$ cat config.mk
export PLATFORM = sky130hd
export DESIGN_NAME = mem_arbiter
export DESIGN_NICKNAME = d
export VERILOG_FILES = /design/src/rtl/rv32i_mem_pkg.sv /design/src/rtl/mem_arbiter.sv
export SDC_FILE = /design/constraint.sdc
export NUM_CORES = 1
export LEC_CHECK = 0
export ABC_AREA = 1
export CAP_MARGIN = 25
export CORE_AREA = 2 2 80 82
export CTS_BUF_LIST = sky130_fd_sc_hd__clkbuf_8
export DETAILED_ROUTE_END_ITERATION = 10
export DIE_AREA = 0 0 82 84
export GPL_TIMING_DRIVEN = 0
export PLACE_DENSITY_LB_ADDON = 0.25
export SLEW_MARGIN = 20
export SYNTH_ARGS = -nofsm -noshare
export SYNTH_HDL_FRONTEND = slang
export SYNTH_SLANG_ARGS = --single-unit
$ cat constraint.sdc
create_clock -name clk -period 2.43 [get_ports clk]
set_clock_uncertainty 0.15 [all_clocks]
set_input_delay 0.3645 -clock clk [delete_from_list [all_inputs] [get_ports clk]]
set_output_delay 0.3645 -clock clk [all_outputs]
set_load 0.02 [all_outputs]
$ cat src/rtl/rv32i_mem_pkg.sv
// Shared types for the instruction/data memory arbiter: who owns the
// outstanding read and the arbiter's two-state controller.
package rv32i_mem_pkg;

  typedef enum logic {
    FETCH = 1'b0,
    DATA  = 1'b1
  } mem_owner_t;

  typedef enum logic {
    IDLE = 1'b0,
    BUSY = 1'b1
  } arb_state_t;

endpackage

$ cat src/rtl/mem_arbiter.sv
// Arbitrates the single-port RAM between instruction fetch and data load/store,
// tracking one outstanding read. Define MEM_ARB_RR_EN for round-robin on ties.
import rv32i_mem_pkg::*;

module mem_arbiter #(
  parameter int WIDTH       = 32,
  parameter int ADDR_WIDTH  = 10,
  parameter int RAM_LATENCY = 1
) (
  input  logic                  clk,
  input  logic                  rst,
  input  logic                  if_req,
  input  logic [ADDR_WIDTH-1:0] if_addr,
  output logic                  if_gnt,
  output logic                  if_rvalid,
  output logic [WIDTH-1:0]      if_rdata,
  input  logic                  d_req,
  input  logic                  d_we,
  input  logic [WIDTH/8-1:0]    d_be,
  input  logic [ADDR_WIDTH-1:0] d_addr,
  input  logic [WIDTH-1:0]      d_wdata,
  output logic                  d_gnt,
  output logic                  d_rvalid,
  output logic [WIDTH-1:0]      d_rdata,
  output logic                  ram_en,
  output logic                  ram_we,
  output logic [WIDTH/8-1:0]    ram_be,
  output logic [ADDR_WIDTH-1:0] ram_addr,
  output logic [WIDTH-1:0]      ram_wdata,
  input  logic [WIDTH-1:0]      ram_rdata
);

  localparam int CNT_W = $clog2(RAM_LATENCY + 1);

  arb_state_t       state_q, state_d;
  logic [CNT_W-1:0] cnt_q, cnt_d;
  mem_owner_t       owner_q, owner_d;
  mem_owner_t       winner;
  logic             retCycle;
  logic             canGrant;
  logic             readGrant;

  // The return cycle doubles as a grant slot so reads can go back-to-back.
  assign retCycle  = (state_q == BUSY) && (cnt_q == CNT_W'(1));
  assign canGrant  = !rst && ((state_q == IDLE) || retCycle);
  assign d_gnt     = canGrant && d_req && (winner == DATA);
  assign if_gnt    = canGrant && if_req && (winner == FETCH);
  assign readGrant = if_gnt || (d_gnt && !d_we);

`ifdef MEM_ARB_RR_EN
  mem_owner_t last_q, last_d;

  always_comb begin
    if (if_req && d_req) begin
      winner = (last_q == DATA) ? FETCH : DATA;
    end else begin
      winner = d_req ? DATA : FETCH;
    end
  end

  always_comb begin
    last_d = last_q;
    if (d_gnt) begin
      last_d = DATA;
    end else if (if_gnt) begin
      last_d = FETCH;
    end
  end

  always_ff @(posedge clk or posedge rst) begin
    if (rst) begin
      last_q <= FETCH;
    end else begin
      last_q <= last_d;
    end
  end
`else
  // Data wins ties: the controller is stalled waiting on it, fetch is not.
  assign winner = d_req ? DATA : FETCH;
`endif

  always_comb begin
    ram_en    = 1'b0;
    ram_we    = 1'b0;
    ram_be    = '0;
    ram_addr  = '0;
    ram_wdata = '0;
    if (d_gnt) begin
      ram_en   = 1'b1;
      ram_addr = d_addr;
      if (d_we) begin
        ram_we    = 1'b1;
        ram_be    = d_be;
        ram_wdata = d_wdata;
      end else begin
        ram_be = '1;
      end
    end else if (if_gnt) begin
      ram_en   = 1'b1;
      ram_addr = if_addr;
      ram_be   = '1;
    end
  end

  always_comb begin
    state_d = state_q;
    cnt_d   = cnt_q;
    owner_d = owner_q;
    if (state_q == BUSY) begin
      cnt_d = cnt_q - CNT_W'(1);
      if (retCycle) begin
        state_d = IDLE;
      end
    end
    if (readGrant) begin
      state_d = BUSY;
      cnt_d   = CNT_W'(RAM_LATENCY);
      owner_d = d_gnt ? DATA : FETCH;
    end
  end

  always_ff @(posedge clk or posedge rst) begin
    if (rst) begin
      state_q <= IDLE;
      cnt_q   <= '0;
      owner_q <= FETCH;
    end else begin
      state_q <= state_d;
      cnt_q   <= cnt_d;
      owner_q <= owner_d;
    end
  end

  // Read data is only routed to the requester that owns the outstanding read.
  assign if_rvalid = !rst && retCycle && (owner_q == FETCH);
  assign d_rvalid  = !rst && retCycle && (owner_q == DATA);
  assign if_rdata  = if_rvalid ? ram_rdata : '0;
  assign d_rdata   = d_rvalid ? ram_rdata : '0;

endmodule
==> results.yml, run 1 <==
run_status:
  run_status: "finished clean"
route:
  initial_detailed_routing_violation_count: 46
  drt_drc_violations_left: 0
  route.final.wire_length_um: 5860
  dr_total_vias: 2152
  ant_nets: 0
  wire_per_inst_um: 11.0
  via_per_inst: 4.05
  first_drt_pass_iteration_count: 4
floorplanning:
  io_pins: 209
  fp.dieArea_um2: 6890
  die_wd_um: 82
  start_util: 0.168
  core_area_um2: 6100
  number_of_standard_cell_rows_in_the_floorplan: 29
  die_height_um: 84
grt:
  global_route.usage.total: 0.159
  pin_count_of_the_biggest_net_entering_global_routing: 11
  antenna_violations_before_repair: 0
  grt_pass1_vias: 1973
  grt.overflow.total: 0
  grt_first_pass_wirelength_um: 8900
clocking:
  numCtsBuffers: 3
  worst_skew_pair.late_latency_ns: 0.21
  tritoncts_num_sinks: 3
  clk_transition_reported_paths_ns: 0.03
  cts_root_buffer: "clkbuf_8"
  ctsHtreeMaxLevel: 1
  number_of_hold_buffers_added_after_cts: 0
  cts_buffer_depth: 2
  tritoncts_clock_tree: "built"
layout:
  post_route_cells_drive_above_1_share: 0.132
  final.fill_count: 676
  regArea_um2: 75.1
  layout.nets: 549
  layout_commonest_cell: "nor2_1"
  multi_input_area_um2: 711
  layout_common_cells: "101 x nor2_1, 91 x clkdlybuf4s50_1, 68 x dlygate4sd2_1"
  diode_count: 0
  syn2layout_area_growth_pct: 195
  postLayoutCellArea_um2: 3020
timing:
  slew_headroom: 0.746
  worstMarginPinSlew_ns: 0.381
  final-hold-violation-count: 0
  min_period_ns: 2.34
  setup-tns-final_ns: 0
  clock.fmax_mhz: 427
  finalSetupViolCount: 0
  final-max-slew-violation-count: 0
  rsz0062_at_grt: "false"
  layout_worst_path_cycle_share: 0.964
placed_design:
  gp_congestion: 0.783
  detailed_place_hpwl_um: 4960
  postPlaceCellArea_um2: 3190
  port_buffers: 207
worst_setup_path:
  slowest_stage: "clkdlybuf4s50_1"
  worst_ep_required_time_ns: 1.92
  crit_type: "input port to output pin"
  cp_data_arrival_time_ns: 1.83
  cpPeakStageDelay_ns: 0.41
  path_cells: "clkdlybuf4s50_1 > inv_2 > nand3_2 > buf_2 > buf_4 > nor2_1 > clkdlybuf4s15_1"
  cp_top_family: "buffers and inverters"
  worst-path-max-fanout: 10
  crit_buf_inv: 5
  setup.worst_path.end_class: "output pin"
  crit_path_launch_type: "input port"
power:
  p_leak_nw: 1.88
  intPower_mw: 0.505
  power_frac_seq: 0.090
  power_frac_clock: 0.147
  power.combinational.fraction: 0.763
  power.density_cell_area_nw_per_um2: 317
  proportion_of_total_power_due_to_net_switching: 0.474
  ir_drop_mv: 0.131
  p_switching_mw: 0.454
logic_synthesis:
  synth-compound-area-share: 0.0244
  postSynthAreaPerCell_um2: 4.28
  synthesis.yosys.warnings: 0
  synth_nets: 332
  yosysSeqAreaShare: 0.0733
  synth-xor-area-share: 0
  yosys_register_bits: 3
  synthMuxAreaShare: 0
  post_synth_and_or_nand_nor_area_fraction: 0.670
  synth_adder_area_share: 0
  largest_family_of_logic_cells_by_synthesized_area: "simple AND/OR/NAND/NOR gates"
  netlist_area_um2: 1020
  number_of_library_cell_types_mapped_by_synthesis: 15
  synthCells: 239
run:
  cap_viol_max_count: 0
worst_hold_path:
  min_path_type: "input port to asynchronous set/reset pin"
registers in the layout, summed over array words and instances, names as in the netlist:
name and count:
owner_q 1, state_q 1, cnt_q 1
synthesized netlist by cell type:
master | n | area share
buf_2 | 10 | 0.049
nand2_2 | 1 | 0.0061
nand4_1 | 5 | 0.031
buf_4 | 2 | 0.015
o21ai_0 | 5 | 0.024
nor2_2 | 1 | 0.0061
or2_2 | 1 | 0.0061
nand3_2 | 1 | 0.0098
nand3_1 | 2 | 0.0098
inv_1 | 40 | 0.15
buf_6 | 1 | 0.011
clkbuf_1 | 3 | 0.011
dfrtp_1 | 3 | 0.073
nand2_1 | 63 | 0.23
nor2_1 | 101 | 0.37
stage by stage:
stage / total power [mW] / cells / util / worst slack (ns) / hold slack (ns)
CTS: 0.977 / 532 / 0.514 / 0.00216 / 0.213
floorplan: 0.460 / 239 / - / 0.605 / 0.0253
detailed placement: 0.907 / 523 / 0.524 / -0.435 / 0.413
finish: 0.959 / 532 / 0.496 / 0.0882 / 0.215
global route: 1.04 / 532 / 0.496 / 0.000515 / 0.232
global placement: 0.899 / 523 / 0.524 / -0.415 / 0.406
worst register-to-register path, stage by stage, from the launching register on:
cell and delay [ns]:
dfrtp_1 0.36, inv_1 0.07, nand2_2 0.11, nand3_1 0.13, nor2_2 0.15, o21ai_0 0.08
layout make-up:
class	instances	share of cell area
repair buffers	212	0.614
well taps	77	0.0319
clock inverters	1	0.00124
inverters	40	0.0496
clock buffers	3	0.0137
flip-flops and latches	3	0.0248
multi-input cells	180	0.235
plain buffers	16	0.0298
per-layer routing:
metal / track usage / routed length, um / vias up
met5: 0 / 0 / -
met4: 0.0561 / 125 / 0
met3: 0.0455 / 809 / 12
met2: 0.305 / 2990 / 131
met1: 0.157 / 1940 / 897
li1: - / - / 1112
path summary, 6_finish.rpt:
| path | startpoint | endpoint | depth (start not counted) | slack [ns] |
|---|---|---|---|---|
| max | rst | ram_wdata[27] | 7 | 0.09 |
| max in group asynchronous | rst | cnt_q | 2 | 1.76 |
| min in group clk | owner_q | owner_q | 2 | 0.43 |
| min reg2reg | owner_q | owner_q | 2 | 0.43 |
| min | rst | state_q | 2 | 0.21 |
| max reg2reg | cnt_q | owner_q | 5 | 1.25 |
repair_timing:
action                     CTS  global route
gates cloned                 0             0
pin swaps                    2             1
resized for setup          119            81
setup buffers                5             0
setup endpoints to repair  116            48
power groups by stage:
stage          combinational (mW)  clock [mW]  sequential [mW]
2_1_floorplan               0.378           0           0.0820
3_3_place_gp                0.815           0           0.0837
3_5_place_dp                0.822           0           0.0850
4_1_cts                     0.747       0.145           0.0845
5_1_grt                     0.803       0.152           0.0879
6_report                    0.731       0.141           0.0863
kinds of logic after synthesis:
logic type,Yosys count
AOI/OAI and AO/OA,5
buffers and inverters,56
and+or+nand+nor,175
DFF,3
Power figures use the tool's default switching activity.
==> run 2: changes to the inputs <==
- CORE_AREA: 2 2 80 82 -> 2 2 81 83
- DIE_AREA: 0 0 82 84 -> 0 0 83 85
- clock period: 2.43 -> 2.3 ns (I/O delays scaled with it)
==> run 2 against run 1 <==
Setup slack worse by 0.037 ns; global-route usage down 0.30 points; final cell count up 0.75%; register-to-register slack worse by 0.25 ns; core utilization down 2.5 points; final area down 3.4%; first-iteration DRC count down 15%; sequential power up 3.7%; count of clock-buffer cells in the layout unchanged; critical path type unchanged; largest cell class unchanged; highest routed layer unchanged.
==> results.yml, run 2 (synthesis results as in run 1) <==
power:
  fin_total_pwr_mw: 1.02
  power.density_cell_area_nw_per_um2: 347
  p_leak_nw: 1.77
  ir_drop_mv: 0.204
clocking:
  cts_root_buffer: "clkbuf_8"
  tritoncts_clock_tree: "built"
  worst_skew_pair.late_latency_ns: 0.22
  numCtsBuffers: 3
  clk_transition_reported_paths_ns: 0.03
  number_of_hold_buffers_added_after_cts: 0
  tritoncts_num_sinks: 3
  cts_buffer_depth: 2
  ctsHtreeMaxLevel: 1
layout:
  post_route_cells_drive_above_1_share: 0.246
  layout.nets: 553
  layout_commonest_cell: "nor2_1"
  layout_common_cells: "99 x nor2_1, 90 x clkdlybuf4s50_1, 63 x nand2_1"
  syn2layout_area_growth_pct: 186
  largest_registers: "cnt_q (1), owner_q (1), state_q (1)"
  final_cells: 536
  diode_count: 0
  postLayoutCellArea_um2: 2920
  final.fill_count: 688
timing:
  setup-tns-final_ns: 0
  finalSetupViolCount: 0
  final-max-slew-violation-count: 0
  final-hold-violation-count: 0
  worstMarginPinSlew_ns: 0.394
  clock.fmax_mhz: 445
  rsz0062_at_grt: "true"
  final.hold.worst_slack_ns: 0.409
  min_period_ns: 2.25
  slew_headroom: 0.737
  layout_worst_path_cycle_share: 0.978
floorplanning:
  io_pins: 209
  number_of_standard_cell_rows_in_the_floorplan: 29
  core_area_um2: 6200
  start_util: 0.165
  die_wd_um: 83
  fp.dieArea_um2: 7060
  die_height_um: 85
run:
  cap_viol_max_count: 0
worst_setup_path:
  setup.worst_path.end_class: "output pin"
  rr_endpoint: "owner_q"
  cpPeakStageDelay_ns: 0.42
  ff2ff_path_depth: 5
  worst_r2r_setup_slack_ns: 1.00
  path_cells: "clkdlybuf4s50_1 > inv_2 > nand3_2 > clkbuf_4 > buf_4 > nor2_1 > clkdlybuf4s15_2"
  worst_ep_required_time_ns: 1.80
  slowest_stage: "clkdlybuf4s50_1"
  crit_path_launch_type: "input port"
  worst-path-max-fanout: 10
  regToRegStartpoint: "state_q"
  crit_type: "input port to output pin"
  cp_data_arrival_time_ns: 1.75
grt:
  grt_first_pass_wirelength_um: 9310
  grt_pass1_vias: 2015
  antenna_violations_before_repair: 0
  global_route.usage.total: 0.156
  pin_count_of_the_biggest_net_entering_global_routing: 11
  grt.overflow.total: 0
route:
  dr_total_vias: 2157
  first_drt_pass_iteration_count: 4
  drt_drc_violations_left: 0
  initial_detailed_routing_violation_count: 39
  ant_nets: 0
  via_per_inst: 4.02
  route.final.wire_length_um: 5990
  wire_per_inst_um: 11.2
worst_hold_path:
  hold_path_depth: 2
  destination_of_the_worst_hold_path: "owner_q"
  hold_startpoint: "owner_q"
  min_path_type: "flop to flop"
placed_design:
  postPlaceCellArea_um2: 3190
  gp_congestion: 0.778
  placed_cells: 523
  detailed_place_hpwl_um: 5090
  port_buffers: 207
run_status:
  run_status: "finished clean"
## run 2: worst max-delay path, delay by kind of cell
family,cells,cell delay (ns)
AND/OR/NAND/NOR,2,0.19
buffers and inverters,5,1.22
## run 2: worst max-delay path by stage
| stage | from | endpoint | slack (ns) | cells after the start |
|---|---|---|---|---|
| after global routing | rst | ram_addr[2] | -0.03 | 8 |
| after detailed placement | rst | d_rdata[20] | -0.56 | 6 |
| after CTS | rst | ram_addr[6] | 0.002 | 8 |
| after floorplan | rst | ram_be[0] | 0.51 | 4 |
| final | rst | ram_wdata[30] | 0.05 | 7 |
| after global placement | rst | d_rdata[21] | -0.53 | 6 |
## run 2: layer usage
metal	share of wire	up-vias	GRT usage
met3	0.10	12	0.0496
met5	0	-	0
li1	-	1121	-
met2	0.50	129	0.298
met4	0.020	0	0.0462
met1	0.38	895	0.165
## run 2: power by group
group          switching (mW)  total [mW]  internal, mW
clock                  0.0366       0.150         0.114
sequential             0.0157      0.0895        0.0738
combinational           0.430       0.776         0.345
total                   0.483        1.02         0.533
## run 2: what timing repair did
action,CTS,global route
cloned,0,0
buffers inserted,6,3
pin swaps,2,2
setup endpoints to repair,116,88
gates resized for setup,174,138
## run 2: area by class of cell
type                    count  area, um2  area share
multi-input cells         180        721       0.247
flip-flops and latches      3       75.1      0.0257
well taps                  77       96.3      0.0330
clock buffers               3       41.3      0.0141
inverters                  40        150      0.0514
repair buffers            216       1740       0.596
clock inverters             1       3.75     0.00128
plain buffers              16       93.8      0.0321
## run 2: through the flow
step | util | worst slack [ns]
after floorplan | - | 0.514
after global placement | 0.514 | -0.534
after detailed placement | 0.514 | -0.559
after CTS | 0.505 | 0.00169
after global routing | 0.471 | -0.0286
final | 0.471 | 0.0517
